==> config.mk <==
export PLATFORM = sky130hd
export DESIGN_NAME = cot_pwm_ctrl
export DESIGN_NICKNAME = d
export VERILOG_FILES = /design/src/rtl/cot_pwm_ctrl.sv
export SDC_FILE = /design/constraint.sdc
export NUM_CORES = 1
export LEC_CHECK = 0
export BUFFER_PORTS_ARGS = -buffer_cell sky130_fd_sc_hd__buf_2
export CORE_ASPECT_RATIO = 1.4
export CORE_MARGIN = 2
export CORE_UTILIZATION = 23
export CTS_BUF_LIST = sky130_fd_sc_hd__clkbuf_8
export DETAILED_ROUTE_END_ITERATION = 8
export HOLD_SLACK_MARGIN = 0.05
export PLACE_DENSITY_LB_ADDON = 0.25
export SYNTH_ARGS = -nofsm -noshare
export SYNTH_HDL_FRONTEND = slang
export SYNTH_SLANG_ARGS = --single-unit
export TNS_END_PERCENT = 10
==> constraint.sdc <==
create_clock -name clk -period 3.5 [get_ports clk]
set_input_delay 0.175 -clock clk [delete_from_list [all_inputs] [get_ports clk]]
set_output_delay 0.175 -clock clk [all_outputs]
set_load 0.02 [all_outputs]
==> src/rtl/cot_pwm_ctrl.sv <==
`default_nettype none
// ============================================================================
// Module      : cot_pwm_ctrl
// Description : Constant-on-time PWM controller for a synchronous buck
//               half-bridge. Sequences dead time, high-side on-time, dead
//               time and minimum low-side time from a valley trigger, with
//               sticky fault shutdown and an ON-entry cycle counter.
// Revision    : 1.0 - initial release
// ============================================================================
module cot_pwm_ctrl #(
   parameter int TON_W  = 21,
   parameter int TOFF_W = 16,
   parameter int DT_W   = 8,
   parameter int CNT_W  = 16
) (
   input  logic              clk,
   input  logic              rst_n,
   input  logic              en,
   input  logic              trig,
   input  logic              fault,
   input  logic              fault_clr,
   input  logic [TON_W-1:0]  ton_time,
   input  logic [TOFF_W-1:0] toff_min,
   input  logic [DT_W-1:0]   dead_time,
   output logic              pwm_hs,
   output logic              pwm_ls,
   output logic              fault_latched,
   output logic [2:0]        state,
   output logic [CNT_W-1:0]  cycle_cnt
);

   typedef enum logic [2:0] {
      S_IDLE    = 3'd0,
      S_WAIT    = 3'd1,
      S_DT_LH   = 3'd2,
      S_ON      = 3'd3,
      S_DT_HL   = 3'd4,
      S_OFF_MIN = 3'd5,
      S_FAULT   = 3'd6
   } state_t;

   state_t            r_state;
   state_t            w_state_nxt;
   logic [DT_W-1:0]   r_dt_cnt;
   logic [TON_W-1:0]  r_ton_cnt;
   logic [TOFF_W-1:0] r_off_cnt;
   logic              r_hs;
   logic              r_ls;
   logic              r_flt;
   logic [CNT_W-1:0]  r_cycle_cnt;

   // Reload values: a programmed 0 behaves as 1, so the reload is max(x,1)-1.
   logic [DT_W-1:0]   w_dt_load;
   logic [TON_W-1:0]  w_ton_load;
   logic [TOFF_W-1:0] w_off_load;

   assign w_dt_load  = (dead_time == '0) ? '0 : dead_time - 1'b1;
   assign w_ton_load = (ton_time  == '0) ? '0 : ton_time  - 1'b1;
   assign w_off_load = (toff_min  == '0) ? '0 : toff_min  - 1'b1;

   // State register.
   always_ff @(posedge clk or negedge rst_n) begin
      if (!rst_n) r_state <= S_IDLE;
      else        r_state <= w_state_nxt;
   end

   // Next-state logic; priority is fault, then enable loss, then trig/timers.
   always_comb begin
      w_state_nxt = r_state;
      if (fault) begin
         w_state_nxt = S_FAULT;
      end else if (r_state == S_FAULT) begin
         if (fault_clr) w_state_nxt = S_IDLE;
      end else if (!en) begin
         w_state_nxt = S_IDLE;
      end else begin
         case (r_state)
            S_IDLE:    w_state_nxt = S_WAIT;
            S_WAIT:    if (trig)             w_state_nxt = S_DT_LH;
            S_DT_LH:   if (r_dt_cnt  == '0)  w_state_nxt = S_ON;
            S_ON:      if (r_ton_cnt == '0)  w_state_nxt = S_DT_HL;
            S_DT_HL:   if (r_dt_cnt  == '0)  w_state_nxt = S_OFF_MIN;
            S_OFF_MIN: if (r_off_cnt == '0)  w_state_nxt = S_WAIT;
            default:   w_state_nxt = S_IDLE;
         endcase
      end
   end

   // Phase timers: loaded on phase entry (latching the setting), then count down.
   always_ff @(posedge clk or negedge rst_n) begin
      if (!rst_n) begin
         r_dt_cnt  <= '0;
         r_ton_cnt <= '0;
         r_off_cnt <= '0;
      end else if (w_state_nxt != r_state) begin
         if (w_state_nxt == S_DT_LH || w_state_nxt == S_DT_HL) r_dt_cnt <= w_dt_load;
         if (w_state_nxt == S_ON)      r_ton_cnt <= w_ton_load;
         if (w_state_nxt == S_OFF_MIN) r_off_cnt <= w_off_load;
      end else begin
         if ((r_state == S_DT_LH || r_state == S_DT_HL) && r_dt_cnt != '0)
            r_dt_cnt <= r_dt_cnt - 1'b1;
         if (r_state == S_ON && r_ton_cnt != '0)
            r_ton_cnt <= r_ton_cnt - 1'b1;
         if (r_state == S_OFF_MIN && r_off_cnt != '0)
            r_off_cnt <= r_off_cnt - 1'b1;
      end
   end

   // Gate enables and fault flag decoded from the next state, so they move with state.
   always_ff @(posedge clk or negedge rst_n) begin
      if (!rst_n) begin
         r_hs  <= 1'b0;
         r_ls  <= 1'b0;
         r_flt <= 1'b0;
      end else begin
         r_hs  <= (w_state_nxt == S_ON);
         r_ls  <= (w_state_nxt == S_WAIT) || (w_state_nxt == S_OFF_MIN);
         r_flt <= (w_state_nxt == S_FAULT);
      end
   end

   // Telemetry counter of ON entries; wraps freely.
   always_ff @(posedge clk or negedge rst_n) begin
      if (!rst_n)
         r_cycle_cnt <= '0;
      else if (r_state == S_DT_LH && w_state_nxt == S_ON)
         r_cycle_cnt <= r_cycle_cnt + 1'b1;
   end

   assign pwm_hs        = r_hs;
   assign pwm_ls        = r_ls;
   assign fault_latched = r_flt;
   assign state         = r_state;
   assign cycle_cnt     = r_cycle_cnt;

endmodule
`default_nettype wire
# Word-level counts from Yosys, hierarchy flattened
# Index checks and enable logic that the tools add are counted.
totals:
  output_inout_bits: 22
  input_bits: 51
  ff_bits: 67
  wordCells: 76
classes:
  reduce_logical: 23
  n_addsub: 7
  n_eq_ne: 16
  n_mux: 22
op_table:
  columns: ["operator", "n"]
  rows:
  - ["21-bit two-way mux", 4]
  - ["16-bit two-way mux", 4]
  - ["21-bit logical NOT", 2]
  - ["21-bit by 1-bit subtractor with 21-bit output, second input constant", 2]
  - ["16-bit logical NOT", 2]
  - ["8-bit two-way mux", 4]
  - ["16-bit by 1-bit subtractor with 16-bit output, second input constant", 2]
  - ["3-bit two-way mux", 9]
  - ["21-bit nonzero test", 1]
  - ["3-bit equality test, second input constant", 6]
  - ["3-bit case mux with 6 select lines", 1]
  - ["16-bit by 1-bit adder with 16-bit output, second input constant", 1]
  - ["8-bit logical NOT", 2]
  - ["16-bit nonzero test", 1]
  - ["8-bit by 1-bit subtractor with 8-bit output, second input constant", 2]
  - ["3-bit by 2-bit equality test with 1-bit output, second input constant", 4]
  - ["8-bit nonzero test", 1]
  - ["3-bit by 1-bit equality test with 1-bit output, second input constant", 2]
  - ["2-bit by 1-bit != test with 1-bit output, second input constant", 3]
  - ["2-bit AND reduction", 3]
  - ["2-bit nonzero test", 3]
  - ["1-bit logical AND", 4]
  - ["3-bit logical NOT", 1]
  - ["1-bit logical OR", 3]
  - ["3-bit != test", 1]

# Longest topological paths before layout
# Gate-level depths: netlist (run 1).
logic_depth:
  depth_word: 10
  depth_mapped: 12
  ltp_nobuf: 10

# Least setup slack after synthesis (run 1)
# Ideal clock, no wire load.
synth_timing:
  kind: "reg2reg"
  start: "register r_off_cnt[0]"
  end: "register r_off_cnt[10]"
  arrival_time_ns: 2.563
  setup_ns: 0.083
  slack_ns: 0.854
  n_path_buf: 3
  required_ns: 3.417
  path_stages_with_launch: 13
  period_less_slack_ns: 2.646
  path_cell_list: "dfrtp_1 inv_1 ha_1 or3b_2 and4b_1 buf_2 o211ai_1 o221a_2 buf_2 buf_2 nor3_1 a31oi_1 o21ai_0"
synth_via:
  elab_chain_cells: 9
  elab_cells_between_ends: 16
  classes_between: "add/sub (1); eq/ne (3); mux (7); reduce/logical (5)"
synth_lines:
  columns: ["element", "line_no", "text"]
  rows:
  - ["from (decl)", "46", "logic [TOFF_W-1:0] r_off_cnt;"]
  - ["from (signal assigned)", "98", "if (w_state_nxt == S_OFF_MIN) r_off_cnt <= w_off_load;"]
  - ["from (signal assigned)", "105", "r_off_cnt <= r_off_cnt - 1'b1;"]
  - ["16-bit logical NOT", "83", "S_OFF_MIN: if (r_off_cnt == '0) w_state_nxt = S_WAIT;"]
  - ["3-bit two-way mux", "83", null]
  - ["3-bit case mux with 6 select lines", "77", "case (r_state)"]
  - ["3-bit two-way mux", "74", "end else if (!en) begin"]
  - ["3-bit two-way mux", "72", "end else if (r_state == S_FAULT) begin"]
  - ["3-bit two-way mux", "70", "if (fault) begin"]
  - ["3-bit != test or 3-bit equality test (tied branches)", "95, 98", null]
  - ["2-bit by 1-bit != test with 1-bit output (no line) or 2-bit nonzero test (tied branches)", null, null]
  - ["2-bit AND reduction (no line)", null, null]
# Parallel ways exist; a longest one is shown, timed or not. The select of a mux whose other input is x is not followed.
# A chain may end at the register's enable or synchronous reset.

# Worst setup path in the final report (run 1)
layout_timing:
  start: "register r_off_cnt[0]"
  end: "register r_ton_cnt[3]"
layout_via:
  elab_chain_cells: 9
  elab_cells_between_ends: 12
  classes_between: "eq/ne (3); mux (6); reduce/logical (3)"
layout_lines:
  columns: ["element", "line_no", "text"]
  rows:
  - ["16-bit logical NOT (*)", "83", null]
  - ["3-bit two-way mux (*)", "83", null]
  - ["3-bit case mux with 6 select lines (*)", "77", null]
  - ["3-bit two-way mux (*)", "74", null]
  - ["3-bit two-way mux (*)", "72", null]
  - ["3-bit two-way mux (*)", "70", null]
  - ["3-bit != test or 3-bit by 2-bit equality test with 1-bit output (tied branches)", "95, 97", null]
  - ["2-bit by 1-bit != test with 1-bit output (no line) or 2-bit nonzero test (tied branches)", null, null]
  - ["2-bit AND reduction (no line)", null, null]
  - ["to (signal assigned)", "97", "if (w_state_nxt == S_ON) r_ton_cnt <= w_ton_load;"]
  - ["to (signal assigned)", "103", "r_ton_cnt <= r_ton_cnt - 1'b1;"]
  - ["to (decl)", "45", "logic [TON_W-1:0] r_ton_cnt;"]
# Mark *: on every way between the ends. The rest lies on a longest branch, timed or not.

==> results of run 1 <==
==> cell families after synthesis <==
logic type,count (synthesis),synth area share [%]
AND/OR/NAND/NOR,250,28.3
AO/OA/AOI/OAI,147,20.5
flip-flops,67,36.1
buffers and inverters,47,4.25
XOR/XNOR,43,8.10
adder cells (fa/ha/maj),8,2.15
multiplexers,3,0.673
==> cell usage after synthesis (3+ instances only) <==
library cell	number	area [sq um]
a211o_1	3	26.3
a21oi_1	37	185
a221o_1	3	30.0
a2bb2oi_1	4	35.0
a31oi_1	8	50.1
a32oi_1	3	26.3
and2_1	3	18.8
and3_1	5	31.3
buf_2	5	25.0
clkbuf_1	16	60.1
dfrtp_1	67	1680
ha_1	8	100
inv_1	24	90.1
nand2_1	52	195
nand2b_1	5	31.3
nand3_1	27	135
nand3b_1	3	22.5
nand4_1	8	50.1
nand4b_1	3	26.3
nor2_1	51	191
nor2b_1	5	31.3
nor3_1	43	215
nor3b_1	3	22.5
nor4_1	10	62.6
o211ai_1	5	37.5
o21a_1	7	52.6
o21ai_0	46	230
o311ai_0	5	43.8
o31ai_1	4	30.0
or3_1	12	75.1
or4_1	4	30.0
xnor2_1	20	175
xor2_1	23	201
==> report_power, final <==
| part | switching, uW | internal (uW) |
|---|---|---|
| Sequential | 112 | 872 |
| Combinational | 362 | 249 |
| Clock | 328 | 420 |
| Total | 801 | 1540 |
==> critical path: stages, from the launching register on <==
cell	delay, ns
dfrtp_1	0.41
inv_1	0.08
ha_1	0.22
or3b_2	0.49
and4b_1	0.39
o211ai_1	0.17
o221a_2	0.43
or3_1	0.59
a21oi_2	0.19
a211o_1	0.12
==> final timing paths <==
check	endpoint	slack, ns	startpoint
setup reg to reg	r_ton_cnt[3]$_DFFE_PN0P_	0.34	r_off_cnt[0]$_DFFE_PN0P_
hold reg to reg	cycle_cnt[15]$_DFFE_PN0P_	0.47	cycle_cnt[15]$_DFFE_PN0P_
setup / recovery	r_ton_cnt[3]$_DFFE_PN0P_	0.34	r_off_cnt[0]$_DFFE_PN0P_
max in group asynchronous	cycle_cnt[4]$_DFFE_PN0P_	2.18	rst_n
hold / removal	r_ton_cnt[20]$_DFFE_PN0P_	0.14	ton_time[20]
min in group asynchronous	r_off_cnt[8]$_DFFE_PN0P_	0.49	rst_n
==> per-layer routing <==
layer  GRT usage (%)  routed length [um]  vias up
met5               0                   0        -
met4            4.69                 155        0
met3            1.85                 467       13
met2            23.1                6920       91
met1            16.1                6060     2148
li1                -                   -     2242
==> stage by stage <==
stage,total power [uW],std cells
2_1_floorplan,1380,565
3_3_place_gp,1610,886
3_5_place_dp,1610,886
4_1_cts,2380,903
5_1_grt,2510,903
6_report,2340,903
==> state kept, by name (all words and copies together) (netlist names) <==
name           cells
cycle_cnt         16
state              3
r_dt_cnt           8
fault_latched      1
pwm_ls             1
r_off_cnt         16
r_ton_cnt         21
pwm_hs             1
==> final cells by class <==
cell class	count	area, sq um	area share (%)
clock inverter	6	88.8	1.59
inverter	24	90.1	1.61
multi-input combinational	451	2780	49.5
tap	252	315	5.63
timing repair buffer	93	520	9.29
sequential	67	1680	29.9
clock buffer	10	138	2.46
==> cell usage in the layout, fill, tap and decap left out, types with 10 or more instances in the layout <==
| cell type | Yosys | final |
|---|---|---|
| buf_2 | 5 | 72 |
| dfrtp_1 | 67 | 67 |
| nand2_1 | 52 | 52 |
| nor2_1 | 51 | 51 |
| o21ai_0 | 46 | 46 |
| nor3_1 | 43 | 43 |
| a21oi_1 | 37 | 37 |
| nand3_1 | 27 | 27 |
| inv_1 | 24 | 24 |
| xor2_1 | 23 | 23 |
| xnor2_1 | 20 | 20 |
| buf_4 | 0 | 20 |
| or3_1 | 12 | 12 |
| nor4_1 | 10 | 10 |
| clkbuf_8 | 0 | 10 |
==> reports/results.tsv, run 1 <==
stage	metric	value	unit
sta	finalSetupViolCount	0	
clock_tree	ctsHtreeMaxLevel	3	
sta	tightest_slew	0.936	ns
yosys	synth_edf_count	0	
clock_tree	hold_buffers	1	
placement	dp_slack	0.368	ns
global_route	grt_pass1_wl	22200	um
yosys	synth_nets	624	
global_route	antenna_found_initial	0	
critical_path	arrival	3.46	ns
sta	clock_skew	0.0109	ns
sta	final-hold-violation-count	0	
global_route	grt_start_max_net_pins	40	
critical_path	critPathMaxFanout	19	
detailed_routing	route.detailed.drc	0	
yosys	synthArstFlopShare	100	%
sta	finalWorstSetupSlack	0.339	ns
yosys	yosysWarnings	0	
yosys	seq_area_frac_synth	36.1	%
critical_path	r2r_cells	9	
yosys	synth_cells	565	
floorplanning	core_area	19800	sq um
yosys	ys_types	65	
sta	fmax	316	MHz
yosys	synth_area	4650	sq um
critical_path	end_kind	register	
clock_tree	cts_setup_buffers	0	
critical_path	crit_required	3.80	ns
sta	slew_violations	0	
clock_tree	cts_tree	yes	
global_route	grt_overflow_total	0	
sta	finalCritPeriodShare	90.3	%
sta	setup_tns	0	ns
power	cellLeakagePower	0.00235	uW
sta	rsz0062_at_grt	no	
global_route	grt_pass1_vias	4443	
clock_tree	cts_buffers	9	
detailed_routing	vias	4494	
layout	drive_gt1_share	19.0	%
sta	post-route-min-period	3.16	ns
layout	nets	705	
critical_path	cp-start-kind	register	
clock_tree	path_clk_slew	0.08	ns
detailed_routing	routedWlPerCell	15.1	um
detailed_routing	firstDrtPassIters	4	
floorplanning	pin_count	73	
critical_path	crit_type	register to register	
floorplanning	rows	61	
detailed_routing	ant_nets	0	
clock_tree	cts_resized	0	
clock_tree	clock-root-buffer	clkbuf_8	
flow_run	maxCapViolCount	0	
floorplanning	initial_core_util	23.4	%
layout	area_growth	20.5	%
placement	gp_congestion	0.805	
yosys	synth-seq-cells	67	
yosys	synthFlopType	dfrtp_1	
yosys	syn_area_per_cell	8.23	sq um
power	powerDensity	418	nW/um^2
detailed_routing	viasPerCell	4.98	
layout	diodes	0	
clock_tree	clk_latency	0.36	ns
placement	place_hpwl	10200	um
floorplanning	die_h	172	um
hold_path	min_path_cells	3	
detailed_routing	wirelength	13600	um
power	ir_worst_vdd	191	uV
floorplanning	fp.dieW	124	um
status	status	finished clean	
global_route	grt_use_total	13.1	%
hold_path	hp-class	primary input to register	
clock_tree	cts_max_path_buffers	2	
sta	max_slew_margin	37.6	%
placement	numPortBuffers	72	
sta	fin_hold_ws	0.142	ns
layout	nFillCells	2202	
floorplanning	dieArea	21400	sq um
placement	post_dp_cell_area	5370	sq um
layout	fin_area	5600	sq um
clock_tree	cts_num_sinks	67	
detailed_routing	first_iter_violations	263	
layout	utilization	28.2	%
Note: power is estimated with default switching activity, not from simulation.
==> run 2, diff against run 1 <==
--- a/config.mk
+++ b/config.mk
@@ -5,11 +5,12 @@
 export SDC_FILE = /design/constraint.sdc
 export NUM_CORES = 1
 export LEC_CHECK = 0
+export ABC_AREA = 1
 export BUFFER_PORTS_ARGS = -buffer_cell sky130_fd_sc_hd__buf_2
 export CORE_ASPECT_RATIO = 1.4
 export CORE_MARGIN = 2
 export CORE_UTILIZATION = 23
-export CTS_BUF_LIST = sky130_fd_sc_hd__clkbuf_8
+export CTS_BUF_LIST = sky130_fd_sc_hd__clkbuf_4 sky130_fd_sc_hd__clkbuf_8
 export DETAILED_ROUTE_END_ITERATION = 8
 export HOLD_SLACK_MARGIN = 0.05
 export PLACE_DENSITY_LB_ADDON = 0.25
==> reports/results.tsv, run 2 <==
stage	metric	value	unit
global_route	grt_start_max_net_pins	68	
global_route	grt_pass1_vias	5297	
clock_tree	clock-root-buffer	clkbuf_8	
sta	fmax	373	MHz
yosys	synth_nets	872	
critical_path	crit_start	r_ton_cnt[0]$_DFFE_PN0P_	
detailed_routing	firstDrtPassIters	5	
power	ir_worst_vdd	230	uV
critical_path	cp_num_cells	17	
floorplanning	dieArea	24900	sq um
clock_tree	hold_buffers	0	
floorplanning	pin_count	73	
critical_path	crit_type	register to register	
sta	post-route-min-period	2.68	ns
sta	max_slew_margin	40.4	%
global_route	grt_use_total	12.1	%
yosys	syn_area_per_cell	6.69	sq um
floorplanning	fp.dieW	134	um
detailed_routing	viasPerCell	4.33	
global_route	grt_overflow_total	0	
sta	clock_skew	0.0127	ns
critical_path	worstReg2RegStart	r_ton_cnt[0]$_DFFE_PN0P_	
yosys	synth_area	5440	sq um
clock_tree	cts_num_sinks	67	
yosys	ys_top_cells_by_area	dfrtp_1, nand2_1, nand3_1	
detailed_routing	routedWlPerCell	12.2	um
yosys	synthArstFlopShare	100	%
clock_tree	cts_setup_buffers	0	
critical_path	end_kind	register	
global_route	antenna_found_initial	0	
sta	finalCritPeriodShare	76.7	%
sta	tightest_slew	0.894	ns
critical_path	reg2reg_to	r_ton_cnt[20]$_DFFE_PN0P_	
yosys	post-synth-top-count-cell	nand2_1	
layout	area_growth	16.7	%
critical_path	crit_required	3.75	ns
status	status	finished clean	
yosys	ys_types	42	
floorplanning	core_area	23200	sq um
yosys	yosysWarnings	0	
placement	gp_congestion	0.775	
global_route	grt_pass1_wl	24900	um
clock_tree	ctsHtreeMaxLevel	3	
layout	regMostFlops	r_ton_cnt	
critical_path	setup.worst_path.end	r_ton_cnt[20]$_DFFE_PN0P_	
layout	layout_common_cells	nand2_1, nand3_1, nor2_1	
clock_tree	cts_tree	yes	
yosys	synth.top_cell.area_share	30.8	%
critical_path	cp_num_buf_inv	1	
critical_path	critPathTopFamily	simple AND/OR/NAND/NOR gates	
detailed_routing	ant_nets	0	
critical_path	worstPathCellList	inv_1 -> ha_1 -> nand3_2 -> nor2_4 -> nand3_1 -> nand2_1 -> nand2_2 -> nand2_4 -> nand2_4 -> nand2_4 -> nand2_4 -> nor2_8 -> nand2_8 -> nand2_1 -> nand2_1 -> nand2_1 -> nand2_1	
clock_tree	cts_resized	0	
yosys	post-synth-top-area-cell	dfrtp_1	
floorplanning	die_h	186	um
detailed_routing	vias	5164	
sta	finalWorstSetupSlack	0.816	ns
power	powerDensity	572	nW/um^2
detailed_routing	wirelength	14500	um
yosys	seq_area_frac_synth	30.8	%
yosys	synth_cells	813	
flow_run	maxCapViolCount	0	
hold_path	hp-class	primary input to asynchronous set/reset pin	
layout	nets	940	
yosys	synth-seq-cells	67	
detailed_routing	first_iter_violations	335	
yosys	synth_edf_count	0	
layout	diodes	0	
critical_path	cp-start-kind	register	
sta	finalSetupViolCount	0	
critical_path	r2r_slack	0.82	ns
clock_tree	clk_latency	0.35	ns
critical_path	r2r_cells	17	
clock_tree	cts_buffers	9	
layout	largest_reg_flops	21	
sta	rsz0062_at_grt	no	
power	cellLeakagePower	0.00335	uW
placement	place_hpwl	10900	um
detailed_routing	route.detailed.drc	0	
critical_path	slowest_delay	0.38	ns
layout	drive_gt1_share	14.8	%
critical_path	arrival	2.94	ns
yosys	synthFlopType	dfrtp_1	
clock_tree	cts_max_path_buffers	2	
floorplanning	initial_core_util	23.4	%
sta	setup_tns	0	ns
sta	slew_violations	0	
critical_path	slowest_stage	dfrtp_1	
layout	final_common_cell	nand2_1	
critical_path	critPathMaxFanout	45	
sta	final-hold-violation-count	0	
yosys	yosys-top-cells-count	nand2_1, nand3_1, nor2_1, inv_1, dfrtp_1	
placement	numPortBuffers	72	
placement	dp_slack	0.795	ns
clock_tree	path_clk_slew	0.09	ns
critical_path	crit_path_frequent_cell	nand2_1	
floorplanning	rows	66	
run 2: how the worst min path moves through the flow:
stage	start	to	slack, ns	depth (start not counted)
6_report	rst_n	cycle_cnt[14]$_DFFE_PN0P_	0.02	2
5_1_grt	rst_n	cycle_cnt[14]$_DFFE_PN0P_	0.11	2
4_1_cts	rst_n	cycle_cnt[14]$_DFFE_PN0P_	0.06	2
3_5_place_dp	rst_n	cycle_cnt[14]$_DFFE_PN0P_	0.46	2
3_3_place_gp	rst_n	cycle_cnt[15]$_DFFE_PN0P_	0.45	2
2_1_floorplan	rst_n	cycle_cnt[0]$_DFFE_PN0P_	-0.12	0
run 2: logic make-up (layout without fill, tap and decap cells):
| logic type | after synthesis | in the layout | share of synthesized area [%] |
|---|---|---|---|
| AND/OR/NAND/NOR | 539 | 539 | 44.7 |
| XOR/XNOR | 73 | 73 | 11.8 |
| flip-flops | 67 | 67 | 30.8 |
| buffers and inverters | 105 | 178 | 8.26 |
| adder cells (fa/ha/maj) | 8 | 8 | 1.84 |
| AO/OA/AOI/OAI | 21 | 21 | 2.62 |
run 2: where the power goes:
part	internal, uW	switching [uW]
Combinational	685	954
Clock	494	338
Sequential	951	207
Total	2130	1500
run 2: final cells by class:
| cell class | instances | area [sq um] |
|---|---|---|
| clock buffers | 10 | 138 |
| clock inverters | 6 | 111 |
| fillers | 2586 | 16900 |
| inverters | 84 | 318 |
| multi-input cells | 641 | 3310 |
| flip-flops and latches | 67 | 1680 |
| well taps | 306 | 383 |
| repair buffers | 78 | 405 |
run 2: worst register-to-register path: stages, from the launching register on:
cell	delay, ns
dfrtp_1	0.38
inv_1	0.10
ha_1	0.24
nand3_2	0.15
nor2_4	0.16
nand3_1	0.10
nand2_1	0.11
nand2_2	0.07
nand2_4	0.10
nand2_4	0.07
nand2_4	0.08
nand2_4	0.06
nor2_8	0.33
nand2_8	0.29
nand2_1	0.18
nand2_1	0.07
nand2_1	0.06
nand2_1	0.05
run 2: metrics by stage:
stage / util (%) / instances / power [uW] / hold slack (ns) / cell area [sq um]
2_1_floorplan: - / 813 / 2480 / -0.121 / 5440
3_3_place_gp: 26.3 / 1176 / 2820 / 0.450 / 6090
3_5_place_dp: 26.3 / 1176 / 2820 / 0.456 / 6090
4_1_cts: 27.3 / 1192 / 3680 / 0.0596 / 6340
5_1_grt: 27.3 / 1192 / 3980 / 0.107 / 6340
6_report: 27.3 / 1192 / 3630 / 0.0158 / 6340
run 2: per-layer routing:
layer	part of all wire, %	track usage (%)
met5	0	0
met4	1.2	3.79
met3	2.2	1.31
met2	53	23.1
met1	43	14.0
